File: config.mk
export PLATFORM = sky130hd
export DESIGN_NAME = el_dr_sync_capture
export DESIGN_NICKNAME = d
export VERILOG_FILES = /design/src/rtl/el_dr_sync_capture.sv
export SDC_FILE = /design/constraint.sdc
export NUM_CORES = 1
export LEC_CHECK = 0
export BUFFER_PORTS_ARGS = -buffer_cell sky130_fd_sc_hd__buf_2
export CORE_AREA = 2 2 163 165
export CTS_BUF_LIST = sky130_fd_sc_hd__clkbuf_4
export DETAILED_ROUTE_END_ITERATION = 6
export DIE_AREA = 0 0 165 167
export GPL_ROUTABILITY_DRIVEN = 0
export PLACE_DENSITY_LB_ADDON = 0.08
export SLEW_MARGIN = 20
export SYNTH_ARGS = -nofsm -noshare
export SYNTH_HDL_FRONTEND = slang
export SYNTH_SLANG_ARGS = --single-unit
File: constraint.sdc
create_clock -name clk -period 9.4 [get_ports clk]
set_clock_uncertainty 0.1 [all_clocks]
set_input_delay 0.94 -clock clk [delete_from_list [all_inputs] [get_ports clk]]
set_output_delay 0.94 -clock clk [all_outputs]
set_load 0.05 [all_outputs]
File: src/rtl/el_dr_sync_capture.sv
`default_nettype none
// ============================================================================
// Module   : el_dr_sync_capture
// Purpose  : Synchronous capture of an elastic dual-rail counter's output bus.
//            Each rail is synchronised into clk. A word is captured once every
//            bit carries the expected phase and the synchronised bus has stayed
//            unchanged for SETTLE_CYC clocks. The captured word is decoded and
//            pushed into a first-word-fall-through FIFO, and the two-phase
//            acknowledge toggles back to the counter.
// Ports    : clk      sole clock
//            rst      asynchronous active-low reset; release is synchronised
//            in       dual-rail word, bit i = {in[2i+1] value, in[2i] parity}
//            ack_o    two-phase acknowledge, one toggle per consumed word
//            data_o   decoded word at the FIFO head (registered)
//            valid_o  data_o is valid (registered)
//            ready_i  consumer accepts data_o
//            level_o  FIFO occupancy
// Revision : 1.0 - initial release
// ============================================================================
module el_dr_sync_capture #(
  parameter int WIDTH       = 32,
  parameter int RAIL_NUM    = 2,
  parameter int SYNC_STAGES = 2,
  parameter int SETTLE_CYC  = 2,
  parameter int DEPTH       = 4
) (
  input  logic                      clk,
  input  logic                      rst,
  input  logic [RAIL_NUM*WIDTH-1:0] in,
  output logic                      ack_o,
  output logic [WIDTH-1:0]          data_o,
  output logic                      valid_o,
  input  logic                      ready_i,
  output logic [$clog2(DEPTH):0]    level_o
);

  localparam int c_bus_w = RAIL_NUM * WIDTH;
  localparam int c_ptr_w = $clog2(DEPTH);
  localparam int c_cnt_w = $clog2(SETTLE_CYC + 1);
  localparam logic [c_cnt_w-1:0] c_settle_last = c_cnt_w'(SETTLE_CYC - 1);
  localparam logic [c_ptr_w:0]   c_depth       = (c_ptr_w + 1)'(DEPTH);

  // Parameter legality checks at elaboration
  if (RAIL_NUM != 2) begin : g_bad_rail_num
    $error("el_dr_sync_capture: RAIL_NUM must be 2");
  end
  if (SYNC_STAGES < 2) begin : g_bad_sync_stages
    $error("el_dr_sync_capture: SYNC_STAGES must be at least 2");
  end
  if (SETTLE_CYC < 1) begin : g_bad_settle_cyc
    $error("el_dr_sync_capture: SETTLE_CYC must be at least 1");
  end
  if ((DEPTH < 2) || ((DEPTH & (DEPTH - 1)) != 0)) begin : g_bad_depth
    $error("el_dr_sync_capture: DEPTH must be a power of 2, at least 2");
  end

  // --------------------------------------------------------------------------
  // Reset: asserts asynchronously, releases two clocks after rst rises
  // --------------------------------------------------------------------------
  logic [1:0] rst_sync_q;
  logic       w_rst_n;

  always_ff @(posedge clk or negedge rst) begin
    if (!rst) rst_sync_q <= 2'b00;
    else      rst_sync_q <= {rst_sync_q[0], 1'b1};
  end
  assign w_rst_n = rst_sync_q[1];

  // --------------------------------------------------------------------------
  // Per-rail synchronisers
  // --------------------------------------------------------------------------
  logic [c_bus_w-1:0] sync_q [SYNC_STAGES];
  logic [c_bus_w-1:0] w_sbus;

  always_ff @(posedge clk or negedge w_rst_n) begin
    if (!w_rst_n) begin
      for (int s = 0; s < SYNC_STAGES; s++) sync_q[s] <= '0;
    end else begin
      sync_q[0] <= in;
      for (int s = 1; s < SYNC_STAGES; s++) sync_q[s] <= sync_q[s-1];
    end
  end
  assign w_sbus = sync_q[SYNC_STAGES-1];

  // --------------------------------------------------------------------------
  // Decode and completion
  // --------------------------------------------------------------------------
  logic [WIDTH-1:0] w_value;
  logic [WIDTH-1:0] w_phase;
  logic             w_complete;
  logic             exp_ph_q;

  for (genvar i = 0; i < WIDTH; i++) begin : g_decode
    assign w_value[i] = w_sbus[2*i+1];
    assign w_phase[i] = w_sbus[2*i] ^ w_sbus[2*i+1];
  end
  // Bits still at the old phase (or regressed to it) make the word incomplete
  assign w_complete = (w_phase == {WIDTH{exp_ph_q}});

  // --------------------------------------------------------------------------
  // Capture FSM
  // --------------------------------------------------------------------------
  typedef enum logic [1:0] {
    ST_WAIT    = 2'd0,
    ST_SETTLE  = 2'd1,
    ST_CAPTURE = 2'd2,
    ST_FULL    = 2'd3
  } state_e;

  state_e             state_q, state_d;
  logic [c_cnt_w-1:0] cnt_q, cnt_d;
  logic [c_bus_w-1:0] prev_q;
  logic [WIDTH-1:0]   word_q, word_d;
  logic               ack_q;
  logic               w_push;
  logic               w_full;

  always_comb begin
    state_d = state_q;
    cnt_d   = '0;
    word_d  = word_q;
    w_push  = 1'b0;
    case (state_q)
      ST_WAIT: begin
        if (w_complete) state_d = ST_SETTLE;
      end
      ST_SETTLE: begin
        if (!w_complete) begin
          state_d = ST_WAIT;
        end else if (w_sbus != prev_q) begin
          cnt_d = '0;
        end else if (cnt_q == c_settle_last) begin
          // Latch the settled word so a later bus change cannot corrupt it
          state_d = ST_CAPTURE;
          cnt_d   = cnt_q + 1'b1;
          word_d  = w_value;
        end else begin
          cnt_d = cnt_q + 1'b1;
        end
      end
      ST_CAPTURE, ST_FULL: begin
        // Full is judged on the registered level, so a pop in this cycle
        // only enables the push on the following clock
        if (!w_full) begin
          w_push  = 1'b1;
          state_d = ST_WAIT;
        end else begin
          state_d = ST_FULL;
        end
      end
      default: state_d = ST_WAIT;
    endcase
  end

  always_ff @(posedge clk or negedge w_rst_n) begin
    if (!w_rst_n) begin
      state_q  <= ST_WAIT;
      cnt_q    <= '0;
      prev_q   <= '0;
      word_q   <= '0;
      exp_ph_q <= 1'b1;
      ack_q    <= 1'b0;
    end else begin
      state_q <= state_d;
      cnt_q   <= cnt_d;
      prev_q  <= w_sbus;
      word_q  <= word_d;
      if (w_push) begin
        ack_q    <= ~ack_q;
        exp_ph_q <= ~exp_ph_q;
      end
    end
  end

  // --------------------------------------------------------------------------
  // First-word-fall-through FIFO with registered head
  // --------------------------------------------------------------------------
  logic [WIDTH-1:0]   mem_q [DEPTH];
  logic [c_ptr_w-1:0] wr_ptr_q, rd_ptr_q, w_rd_ptr_nx;
  logic [c_ptr_w:0]   count_q, count_d;
  logic [WIDTH-1:0]   data_q, data_d;
  logic               valid_q;
  logic               w_pop;

  assign w_full = (count_q == c_depth);
  assign w_pop  = valid_q & ready_i;

  always_comb begin
    count_d = count_q;
    if (w_push && !w_pop)      count_d = count_q + 1'b1;
    else if (!w_push && w_pop) count_d = count_q - 1'b1;
    w_rd_ptr_nx = w_pop ? (rd_ptr_q + 1'b1) : rd_ptr_q;
    // The next head is the entry being written only when it is the sole entry
    data_d = data_q;
    if (count_d != '0) begin
      data_d = (w_push && (wr_ptr_q == w_rd_ptr_nx)) ? word_q : mem_q[w_rd_ptr_nx];
    end
  end

  always_ff @(posedge clk) begin
    if (w_push) mem_q[wr_ptr_q] <= word_q;
  end

  always_ff @(posedge clk or negedge w_rst_n) begin
    if (!w_rst_n) begin
      wr_ptr_q <= '0;
      rd_ptr_q <= '0;
      count_q  <= '0;
      data_q   <= '0;
      valid_q  <= 1'b0;
    end else begin
      if (w_push) wr_ptr_q <= wr_ptr_q + 1'b1;
      rd_ptr_q <= w_rd_ptr_nx;
      count_q  <= count_d;
      data_q   <= data_d;
      valid_q  <= (count_d != '0);
    end
  end

  assign ack_o   = ack_q;
  assign data_o  = data_q;
  assign valid_o = valid_q;
  assign level_o = count_q;

endmodule
`default_nettype wire
==> results of run 1 <==
==> synthesized netlist by cell type, types with 9 or more instances <==
master,instances
dfrtp_1,271
edfxtp_1,128
xnor2_1,54
xor2_1,53
nor2_1,36
mux2i_1,34
a21oi_1,33
mux4_2,32
mux2_4,29
nand4_1,17
nor4_1,14
nand2_1,11
clkbuf_1,9
inv_1,9
==> flip-flops by register name, indices dropped and copies added (netlist names), 3 cells and up <==
name,cells
data_o,32
prev_q,64
w_sbus,64
word_q,32
level_o,3
mem_q,128
sync_q,64
==> kinds of logic after synthesis <==
family | Yosys count
DFF | 400
other | 1
buffers and inverters | 30
AOI/OAI and AO/OA | 49
xor gates and xnor gates | 107
muxes | 99
adders and majority gates | 10
and+or+nand+nor | 107
==> power groups by stage <==
| stage | sequential [mW] | clock (mW) | combinational [mW] |
|---|---|---|---|
| 3_5_place_dp | 2.05 | 0 | 1.08 |
| 3_3_place_gp | 2.04 | 0 | 1.06 |
| 6_report | 2.01 | 1.46 | 1.07 |
| 2_1_floorplan | 2.28 | 0 | 0.574 |
| 5_1_grt | 2.02 | 1.61 | 1.17 |
| 4_1_cts | 2.02 | 1.51 | 1.08 |
==> cell type report <==
type	instances	area (um2)	share of cell area (%)
antenna	3	7.507	0.04532
clock buffer	151	1134	6.843
clock inverter	25	193.9	1.171
inverter	9	33.78	0.2039
multi-input combinational	373	3512	21.20
sequential	400	10660	64.33
tap	335	419.2	2.530
timing repair buffer	113	609.3	3.679
==> per-stage QoR <==
step / hold WS, ps / setup WS, ps / cells
final: 210.6 / 5904 / 1409
after global routing: 156.0 / 5804 / 1409
after CTS: 160.2 / 5904 / 1405
after detailed placement: 234.7 / 5782 / 1228
after global placement: 232.2 / 5858 / 1228
after floorplan: 231.2 / 1160 / 803
==> how the worst max path moves through the flow <==
stage	start	end	slack (ps)	cells past startpoint
3_5_place_dp	ready_i	data_o[6]$_DFFE_PN0P_	5780	9
3_3_place_gp	ready_i	data_o[7]$_DFFE_PN0P_	5860	9
4_1_cts	w_sbus[62]$_DFF_PN0_	word_q[17]$_DFFE_PN0P_	5900	6
2_1_floorplan	rst_sync_q[1]$_DFF_PN0_	ack_o$_DFFE_PN0P_	1160	0
5_1_grt	w_sbus[62]$_DFF_PN0_	word_q[1]$_DFFE_PN0P_	5800	6
6_report	w_sbus[29]$_DFF_PN0_	word_q[13]$_DFFE_PN0P_	5900	6
==> routing by layer <==
layer / vias to the layer above / global-route usage (%) / part of all wire (%)
met5: - / 0 / 0
met4: 0 / 8.280 / 2.6
met3: 50 / 5.230 / 5.7
met2: 230 / 32.74 / 49
met1: 3661 / 27.65 / 43
li1: 3361 / - / -
==> metrics.csv, run 1 <==
stage,metric,value,unit
synthesis,synth_xor_area_share,6.575,%
clock_network,clkSinkCount,400,
route,drc,0,
clock_network,cts_resized,0,
pwr,powerDensity,274.1,nW/um2
route,firstDrtPassIters,4,
final_layout,mostFrequentLayoutCells,"dfrtp_1 (270), clkbuf_4 (151), edfxtp_1 (128)",
critical_path,cp_max_fo,33,
timing,tns,0,ps
final_layout,drive_gt1_share,32.77,%
die,io_pins,104,
pwr,swShare,30.98,%
critical_path,r2r_end,word_q[13]$_DFFE_PN0P_,
final_layout,utilization,64.30,%
synthesis,synth-simple-area-share,4.082,%
timing,finalHoldViolations,0,
global_route,grt_pass1_vias,8117,
synthesis,async_flop_share,68.00,%
final_layout,nFillCells,1889,
final_layout,final_common_cell,dfrtp_1,
timing,rsz0062_at_grt,false,
die,initial_core_util,55.32,%
placement,place_area,15200,um2
placement,hpwl,17.17,mm
critical_path,crit_type,reg -> reg,
die,die_h,167,um
critical_path,worst_path_largest_cell_delay,730,ps
hold_path,hp-class,reg -> async,
pwr,internal-power,3.134,mW
critical_path,r2r_slack,5900,ps
critical_path,critical-path-top-delay-family,simple AND/OR/NAND/NOR gates,
synthesis,synth-compound-area-share,1.923,%
critical_path,path_cells,"xnor2_1, nand4_1, nor4_1, and3_1, nand4_4, mux2_4",
timing,setup_viol,0,
synthesis,muxShareOfSynthArea,10.82,%
global_route,track_usage,20.66,%
global_route,gr-total-overflow,0,
die,dieWidth,165,um
clock_network,clock_path_buffers,3,
synthesis,ys_ff_latch,400,
pwr,power_switching,1.407,mW
clock_network,cts_buffers,100,
pwr,clkPwrFrac,32.1,%
synthesis,synth_flop_cell,dfrtp_1,
critical_path,critical_path_buf_inv_count,0,
synthesis,synth-edff-count,128,
placement,portBuffers,103,
timing,period_share,37.19,%
route,vias,7302,
synthesis,yosysUniqueCellTypes,43,
final_layout,stdcell_area,16560,um2
timing,slew_headroom,36.80,%
pwr,power,4.540,mW
run_status,status,finished clean,
synthesis,synth_top_cell_area_share,47.58,%
synthesis,synth.top_cells.by_area,"dfrtp_1 (48%), edfxtp_1 (27%), mux4_2 (5.1%)",
clock_network,cts_max_level,3,
global_route,grt_start_max_net_pins,86,
critical_path,r2r-start,w_sbus[29]$_DFF_PN0_,
timing,tightest_slew,946.2,ps
synthesis,syn-cell-area,14250,um2
critical_path,cp.arrival,3950,ps
global_route,antenna_found_initial,1,
synthesis,synth_fp_nets,878,
pwr,p_leak,7.444,nW
timing,final_max_slew_viol_count,0,
clock_network,cts_tree,yes,
route,wl,26.68,mm
synthesis,yosys_warnings,0,
pwr,combPwrFrac,23.6,%
final_layout,areaGrowthSynthToFinish,16.22,%
pwr,vdd_drop_max,0.2635,mV
synthesis,synth_top_family_by_area,multiplexers,
clock_network,hold_buffers,1,
critical_path,start_kind,flip-flop,
clock_network,cts.root.buffer_cell,clkbuf_4,
die,fp-row-count,59,
route,wire_per_inst,18.93,um
route,antenna_left,0,
final_layout,nets,1072,
pwr,p_seq_share,44.3,%
synthesis,netlist_instances,803,
die,coreArea,25760,um2
clock_network,cts_setup_buffers,0,
route,initialDrtViolationCount,425,
synthesis,syn_area_per_cell,17.75,um2
synthesis,yosys.area.top_type,dfrtp_1,
synthesis,seq_area_frac_synth,74.73,%
timing,fmax,0.2860,GHz
clock_network,clk_pin_slew,60,ps
critical_path,endpoint_kind,flip-flop,
critical_path,slowest_stage,nand4_4,
synthesis,synth_fa_ha_area_share,0.8428,%
route,via_per_inst,5.182,
timing,period_needed,3496,ps
die,dieArea,27560,um2
global_route,grt_pass1_wl,42.72,mm
critical_path,worst-r2r-cell-count,6,
clock_network,insertion_delay,710,ps
critical_path,worstPathRequired,9850,ps
flow_run,cap_violations,0,
(Power assumes the default switching activity.)
==> run 2, diff against run 1 <==
==> constraint.sdc (replaced) <==
create_clock -name clk -period 2.8 [get_ports clk]
set_clock_uncertainty 0.1 [all_clocks]
set_input_delay 0.28 -clock clk [delete_from_list [all_inputs] [get_ports clk]]
set_output_delay 0.28 -clock clk [all_outputs]
set_load 0.05 [all_outputs]
==> run 2 against run 1 <==
  * Non-clock buffer count is 83 higher
  * Critical path depth grew 1
  * Power increased to 3.4 times the previous value
  * Via count is 3.9% higher
  * Critical path type unchanged
  * Flip-flop and latch count did not move
  * Register-to-register slack lost 5800 ps
  * Highest routed layer unchanged
  * Sequential share of layout area shrank 3.1 points
  * Sequential power grew to 3.3 times the previous value
  * Count of clock-buffer cells in the layout shrank 7
  * Combinational power rose to 3.5 times the previous value
  * Hold slack got worse by 120 ps
  * Utilization up 3.2 points
==> metrics.csv, run 2 (same netlist as run 1, synthesis figures left out) <==
stage,metric,value,unit,change
critical_path,slowest_stage,or4_1,,
pwr,powerDensity,877.4,nW/um2,+220%
die,dieArea,27560,um2,unchanged
route,via_per_inst,5.086,,-1.9%
critical_path,critical-path-top-delay-family,simple AND/OR/NAND/NOR gates,,
final_layout,nets,1154,,+7.6%
critical_path,cp_max_fo,33,,unchanged
timing,tightest_slew,617.1,ps,-329.1 ps
route,initialDrtViolationCount,578,,+36%
timing,rsz0062_at_grt,false,,
route,wire_per_inst,18.57,um,-1.9%
die,fp-row-count,59,,unchanged
global_route,grt_start_max_net_pins,96,,+12%
timing,finalHoldViolations,0,,unchanged
hold_path,hp-class,in -> reg,,
die,io_pins,104,,unchanged
critical_path,cpMostUsedCell,or4_1,,
final_layout,final_common_cell,dfrtp_1,,
flow_run,cap_violations,0,,unchanged
critical_path,start_kind,flip-flop,,
placement,portBuffers,103,,unchanged
global_route,grt_pass1_vias,8438,,+4.0%
critical_path,crit_type,reg -> reg,,
critical_path,worstPathRequired,3260,ps,-6590 ps
die,dieWidth,165,um,unchanged
critical_path,critical_path_buf_inv_count,1,,+1
die,die_h,167,um,unchanged
final_layout,mostFrequentLayoutCells,"dfrtp_1 (270), clkbuf_4 (144), edfxtp_1 (128)",,
clock_network,cts_tree,yes,,
timing,tns,0,ps,unchanged
die,coreArea,25760,um2,unchanged
route,antenna_left,0,,unchanged
route,drc,0,,unchanged
route,firstDrtPassIters,5,,+1
timing,fmax,0.3686,GHz,+29%
pwr,vdd_drop_max,0.8610,mV,+230%
final_layout,drive_gt1_share,31.75,%,-1.0 points
timing,period_share,96.89,%,+60 points
final_layout,top_register,mem_q,,
route,wl,27.71,mm,+3.9%
final_layout,areaGrowthSynthToFinish,22.02,%,
pwr,p_leak,7.807,nW,+4.9%
clock_network,cts_setup_buffers,0,,unchanged
clock_network,cts_buffers,99,,-1.0%
clock_network,cts.root.buffer_cell,clkbuf_4,,
final_layout,utilization,67.50,%,+3.2 points
critical_path,cp.arrival,3170,ps,-780 ps
timing,period_needed,2713,ps,-783.2 ps
clock_network,clkSinkCount,400,,unchanged
pwr,power,15.26,mW,+240%
clock_network,clock_path_buffers,3,,unchanged
timing,setup_viol,0,,unchanged
clock_network,cts_max_level,3,,unchanged
global_route,gr-total-overflow,0,,unchanged
final_layout,largest_register_ff_count,128,,unchanged
placement,hpwl,17.86,mm,+4.0%
critical_path,worst_path_largest_cell_delay,550,ps,-180 ps
global_route,antenna_found_initial,1,,unchanged
timing,slew_headroom,58.86,%,+22 points
clock_network,insertion_delay,720,ps,about the same
global_route,track_usage,21.73,%,+1.1 points
timing,final_max_slew_viol_count,0,,unchanged
die,initial_core_util,55.32,%,unchanged
critical_path,path_cells,"xor2_1, or4_1, or4_1, nor3_2, nand4_4, buf_12, mux2_4",,
critical_path,endpoint_kind,flip-flop,,
global_route,grt_pass1_wl,45.15,mm,+5.7%
route,vias,7588,,+3.9%
run_status,status,finished clean,,
clock_network,clk_pin_slew,60,ps,about the same
==> run 2: cell types whose count changed in the layout (fill, tap and decap cells not counted), moves of 5 or more <==
| cell | delta |
|---|---|
| clkinv_1 | +5 |
| dlygate4sd3_1 | +65 |
| buf_12 | +7 |
| clkinv_2 | +5 |
| buf_4 | +12 |
| clkbuf_4 | -7 |
==> run 2: stage by stage <==
| stage | std cells | setup slack (ps) | area, um2 | hold slack [ps] |
|---|---|---|---|---|
| finish | 1492 | 87.17 | 17390 | 91.45 |
| global route | 1492 | 6.015 | 17390 | 56.59 |
| CTS | 1491 | 26.04 | 17380 | 16.58 |
| detailed placement | 1247 | 26.39 | 15440 | -32.05 |
| global placement | 1247 | 81.44 | 15440 | -32.79 |
| floorplan | 803 | -20.56 | 14260 | -115.6 |
==> run 2: worst reg2reg max path, delay by kind of cell (launching register included) <==
family                    cells  cell delay, ps
DFF                           1             390
and+or+nand+nor               4            1400
xor gates and xnor gates      1             150
muxes                         1             340
buffers and inverters         1             230
==> run 2: where the power goes <==
part,switching [mW],total [mW],leakage (nW),internal [mW]
clock,2.21,4.76,0.760,2.55
combinational,2.30,3.77,2.43,1.47
sequential,0.274,6.72,4.62,6.45
total,4.79,15.3,7.81,10.5
==> run 2: area by class of cell <==
class                           count  area, um2
Inverter                            9      33.78
Tap cell                          335      419.2
Antenna cell                        1      2.502
Clock inverter                     34      201.4
Timing Repair Buffer              196       1479
Clock buffer                      144       1081
Multi-Input combinational cell    373       3518
Sequential cell                   400      10660
Fill cell                        1793       8373
==> run 2: layer usage <==
metal  GRT usage [%]  vias to the layer above  wire [um]
met3           5.106                       41       1601
met2           34.24                      247      13680
li1                -                     3515          -
met4           9.036                        0        626
met5               0                        -          0
met1           29.41                     3785      11800
==> run 2: worst paths after layout <==
path	from	to	slack, ps	depth (start not counted)
setup / recovery	w_sbus[62]$_DFF_PN0_	word_q[13]$_DFFE_PN0P_	90	7
hold / removal	ready_i	rd_ptr_q[1]$_DFF_PN0_	90	5
setup reg to reg	w_sbus[62]$_DFF_PN0_	word_q[13]$_DFFE_PN0P_	90	7
hold reg to reg	rst_sync_q[1]$_DFF_PN0_	sync_q[97]$_DFF_PN0_	170	0
max in group asynchronous	rst_sync_q[1]$_DFF_PN0_	w_sbus[45]$_DFF_PN0_	1590	1
min in group asynchronous	rst_sync_q[1]$_DFF_PN0_	sync_q[97]$_DFF_PN0_	170	0
==> run 2: timing repair <==
item	CTS	global route
hold buffers	66	0
resized for setup	0	1
setup endpoints to repair	0	24
hold endpoints to repair	66	0
==> run 3, diff against run 2 <==
--- a/config.mk
+++ b/config.mk
@@ -12,6 +12,7 @@
 export DIE_AREA = 0 0 165 167
 export GPL_ROUTABILITY_DRIVEN = 0
 export PLACE_DENSITY_LB_ADDON = 0.08
+export RECOVER_POWER = 50
 export SLEW_MARGIN = 20
 export SYNTH_ARGS = -nofsm -noshare
 export SYNTH_HDL_FRONTEND = slang
==> run 3 against run 2 <==
  * Via count increased by 0.41%
  * Routed wire length increased by 0.26%
  * First-iteration DRC count increased by 2.8%
  * Maximum frequency increased by 0.19%
  * Design area decreased by 0.18%
  * Worst setup slack improved by 5.2 ps
==> metrics.csv, run 3 (same netlist as run 1, synthesis figures left out) <==
stage,metric,value,unit,change
timing,period_needed,2708,ps,-5.197 ps
route,vias,7619,,+0.41%
timing,finalHoldViolations,0,,unchanged
pwr,p_leak,7.784,nW,-0.28%
pwr,swShare,31.34,%,-0.038 points
run_status,status,finished clean,,
critical_path,worst_path_largest_cell_delay,550,ps,about the same
flow_run,cap_violations,0,,unchanged
timing,rsz0062_at_grt,false,,
pwr,powerDensity,878.2,nW/um2,about the same
final_layout,mostFrequentLayoutCells,"dfrtp_1 (271), clkbuf_4 (144), edfxtp_1 (128)",,
global_route,antenna_found_initial,1,,unchanged
timing,slew_headroom,14.67,%,-44 points
pwr,clkPwrFrac,31.2,%,about the same
timing,fmax,0.3693,GHz,+0.19%
critical_path,endpoint_kind,flip-flop,,
critical_path,start_kind,flip-flop,,
placement,dp_slack,26.39,ps,unchanged
clock_network,cts_buffers,99,,unchanged
route,via_per_inst,5.107,,+0.41%
clock_network,cts_setup_buffers,0,,unchanged
clock_network,cts_tree,yes,,
route,met1Wirelength,12.01,mm,+1.7%
critical_path,cp.arrival,3160,ps,about the same
final_layout,nets,1154,,unchanged
placement,place_area,15440,um2,unchanged
die,coreArea,25760,um2,unchanged
timing,final_max_slew_viol_count,0,,unchanged
final_layout,finalNonFillerCells,1492,,unchanged
pwr,power,15.24,mW,about the same
timing,tns,0,ps,unchanged
critical_path,worst-r2r-cell-count,7,,unchanged
clock_network,cts.root.buffer_cell,clkbuf_4,,
clock_network,clkSinkCount,400,,unchanged
final_layout,top_register,mem_q,,
hold_path,hp-class,in -> reg,,
critical_path,crit_type,reg -> reg,,
global_route,grt_pass1_vias,8438,,unchanged
clock_network,insertion_delay,700,ps,-20 ps
pwr,vdd_drop_max,0.8699,mV,+1.0%
final_layout,largest_register_ff_count,128,,unchanged
die,initial_core_util,55.32,%,unchanged
timing,period_share,96.70,%,-0.19 points
placement,placedCellCount,1247,,unchanged
critical_path,slowest_stage,or4_1,,
critical_path,path_cells,"xor2_1, or4_1, or4_1, nor3_2, nand4_4, buf_12, mux2_4",,
final_layout,final_common_cell,dfrtp_1,,
critical_path,cp_max_fo,33,,unchanged
route,firstDrtPassIters,4,,-1
die,fp-row-count,59,,unchanged
clock_network,clk_pin_slew,60,ps,about the same
route,antenna_left,0,,unchanged
global_route,grt_start_max_net_pins,96,,unchanged
final_layout,stdcell_area,17360,um2,-0.18%
critical_path,worstPathRequired,3260,ps,about the same
hold_path,holdPathStages,5,,unchanged
route,wire_per_inst,18.62,um,+0.26%
final_layout,areaGrowthSynthToFinish,21.80,%,
timing,finalWorstSetupSlack,92.36,ps,+5.196 ps
global_route,track_usage,21.73,%,unchanged
pwr,power_switching,4.777,mW,-0.22%
route,wl,27.78,mm,+0.26%
route,highest_layer,met4,,
placement,hpwl,17.86,mm,unchanged
die,dieArea,27560,um2,unchanged
clock_network,cts_max_level,3,,unchanged
global_route,grt_pass1_wl,45.15,mm,unchanged
route,wl_met3,1.410,mm,-12%
placement,portBuffers,103,,unchanged
final_layout,drive_gt1_share,31.14,%,-0.61 points
pwr,p_seq_share,44.1,%,about the same
route,initialDrtViolationCount,594,,+2.8%
global_route,gr-total-overflow,0,,unchanged
pwr,combPwrFrac,24.7,%,about the same
final_layout,utilization,67.38,%,-0.12 points
die,dieWidth,165,um,unchanged
timing,hold_slack,93.38,ps,+1.935 ps
die,io_pins,104,,unchanged
clock_network,clock_path_buffers,3,,unchanged
route,drc,0,,unchanged
timing,setup_viol,0,,unchanged
timing,tightest_slew,1280,ps,+662.9 ps
pwr,internal-power,10.47,mW,about the same
die,die_h,167,um,unchanged
route,wl_met2,13.69,mm,about the same
critical_path,cpMostUsedCell,or4_1,,
## run 3: cell count changes in the layout (fill, tap and decap cells not counted), sizes merged
cell	before	now
buf	130	122
clkbuf	144	152
## run 3: power by group through the flow
stage / Combinational [mW] / Clock [mW] / Sequential (mW)
2_1_floorplan: 1.93 / 0 / 7.66
3_3_place_gp: 3.67 / 0 / 6.81
3_5_place_dp: 3.74 / 0 / 6.84
4_1_cts: 3.83 / 4.92 / 6.73
5_1_grt: 4.11 / 5.25 / 6.77
6_report: 3.77 / 4.76 / 6.72
## run 3: path summary, 6_finish.rpt
path	slack [ps]	startpoint	end
setup reg to reg	90	w_sbus[62]$_DFF_PN0_	word_q[13]$_DFFE_PN0P_
min in group asynchronous	320	rst	rst_sync_q[0]$_DFF_PN0_
max in group asynchronous	790	rst_sync_q[1]$_DFF_PN0_	prev_q[17]$_DFF_PN0_
hold reg to reg	240	sync_q[64]$_DFF_PN0_	w_sbus[0]$_DFF_PN0_
hold / removal	90	ready_i	rd_ptr_q[1]$_DFF_PN0_
setup / recovery	90	w_sbus[62]$_DFF_PN0_	word_q[13]$_DFFE_PN0P_
## run 3: area by class of cell
class	instances	area, um2
Inverter	9	33.78
Sequential cell	400	10650
Antenna cell	1	2.502
Multi-Input combinational cell	373	3518
Timing Repair Buffer	196	1451
Fill cell	1802	8404
Tap cell	335	419.2
Clock inverter	34	201.4
Clock buffer	144	1081
## run 3: repair_timing
item | 4_1_cts | 5_1_grt
setup endpoints to repair | 0 | 24
resized for setup | 0 | 1
hold endpoints to repair | 66 | 0
hold buffers | 66 | 0
## run 3: critical path, delay by kind of cell, from the launching register on
kind          cells  cell delay (ps)
simple gates      4             1390
flops             1              390
xor+xnor          1              150
mux               1              320
buf+inv           1              230
## run 3: layer usage
layer,up-vias,GRT usage [%]
li1,3509,-
met1,3825,29.41
met2,236,34.24
met3,49,5.106
met4,0,9.036
met5,-,0
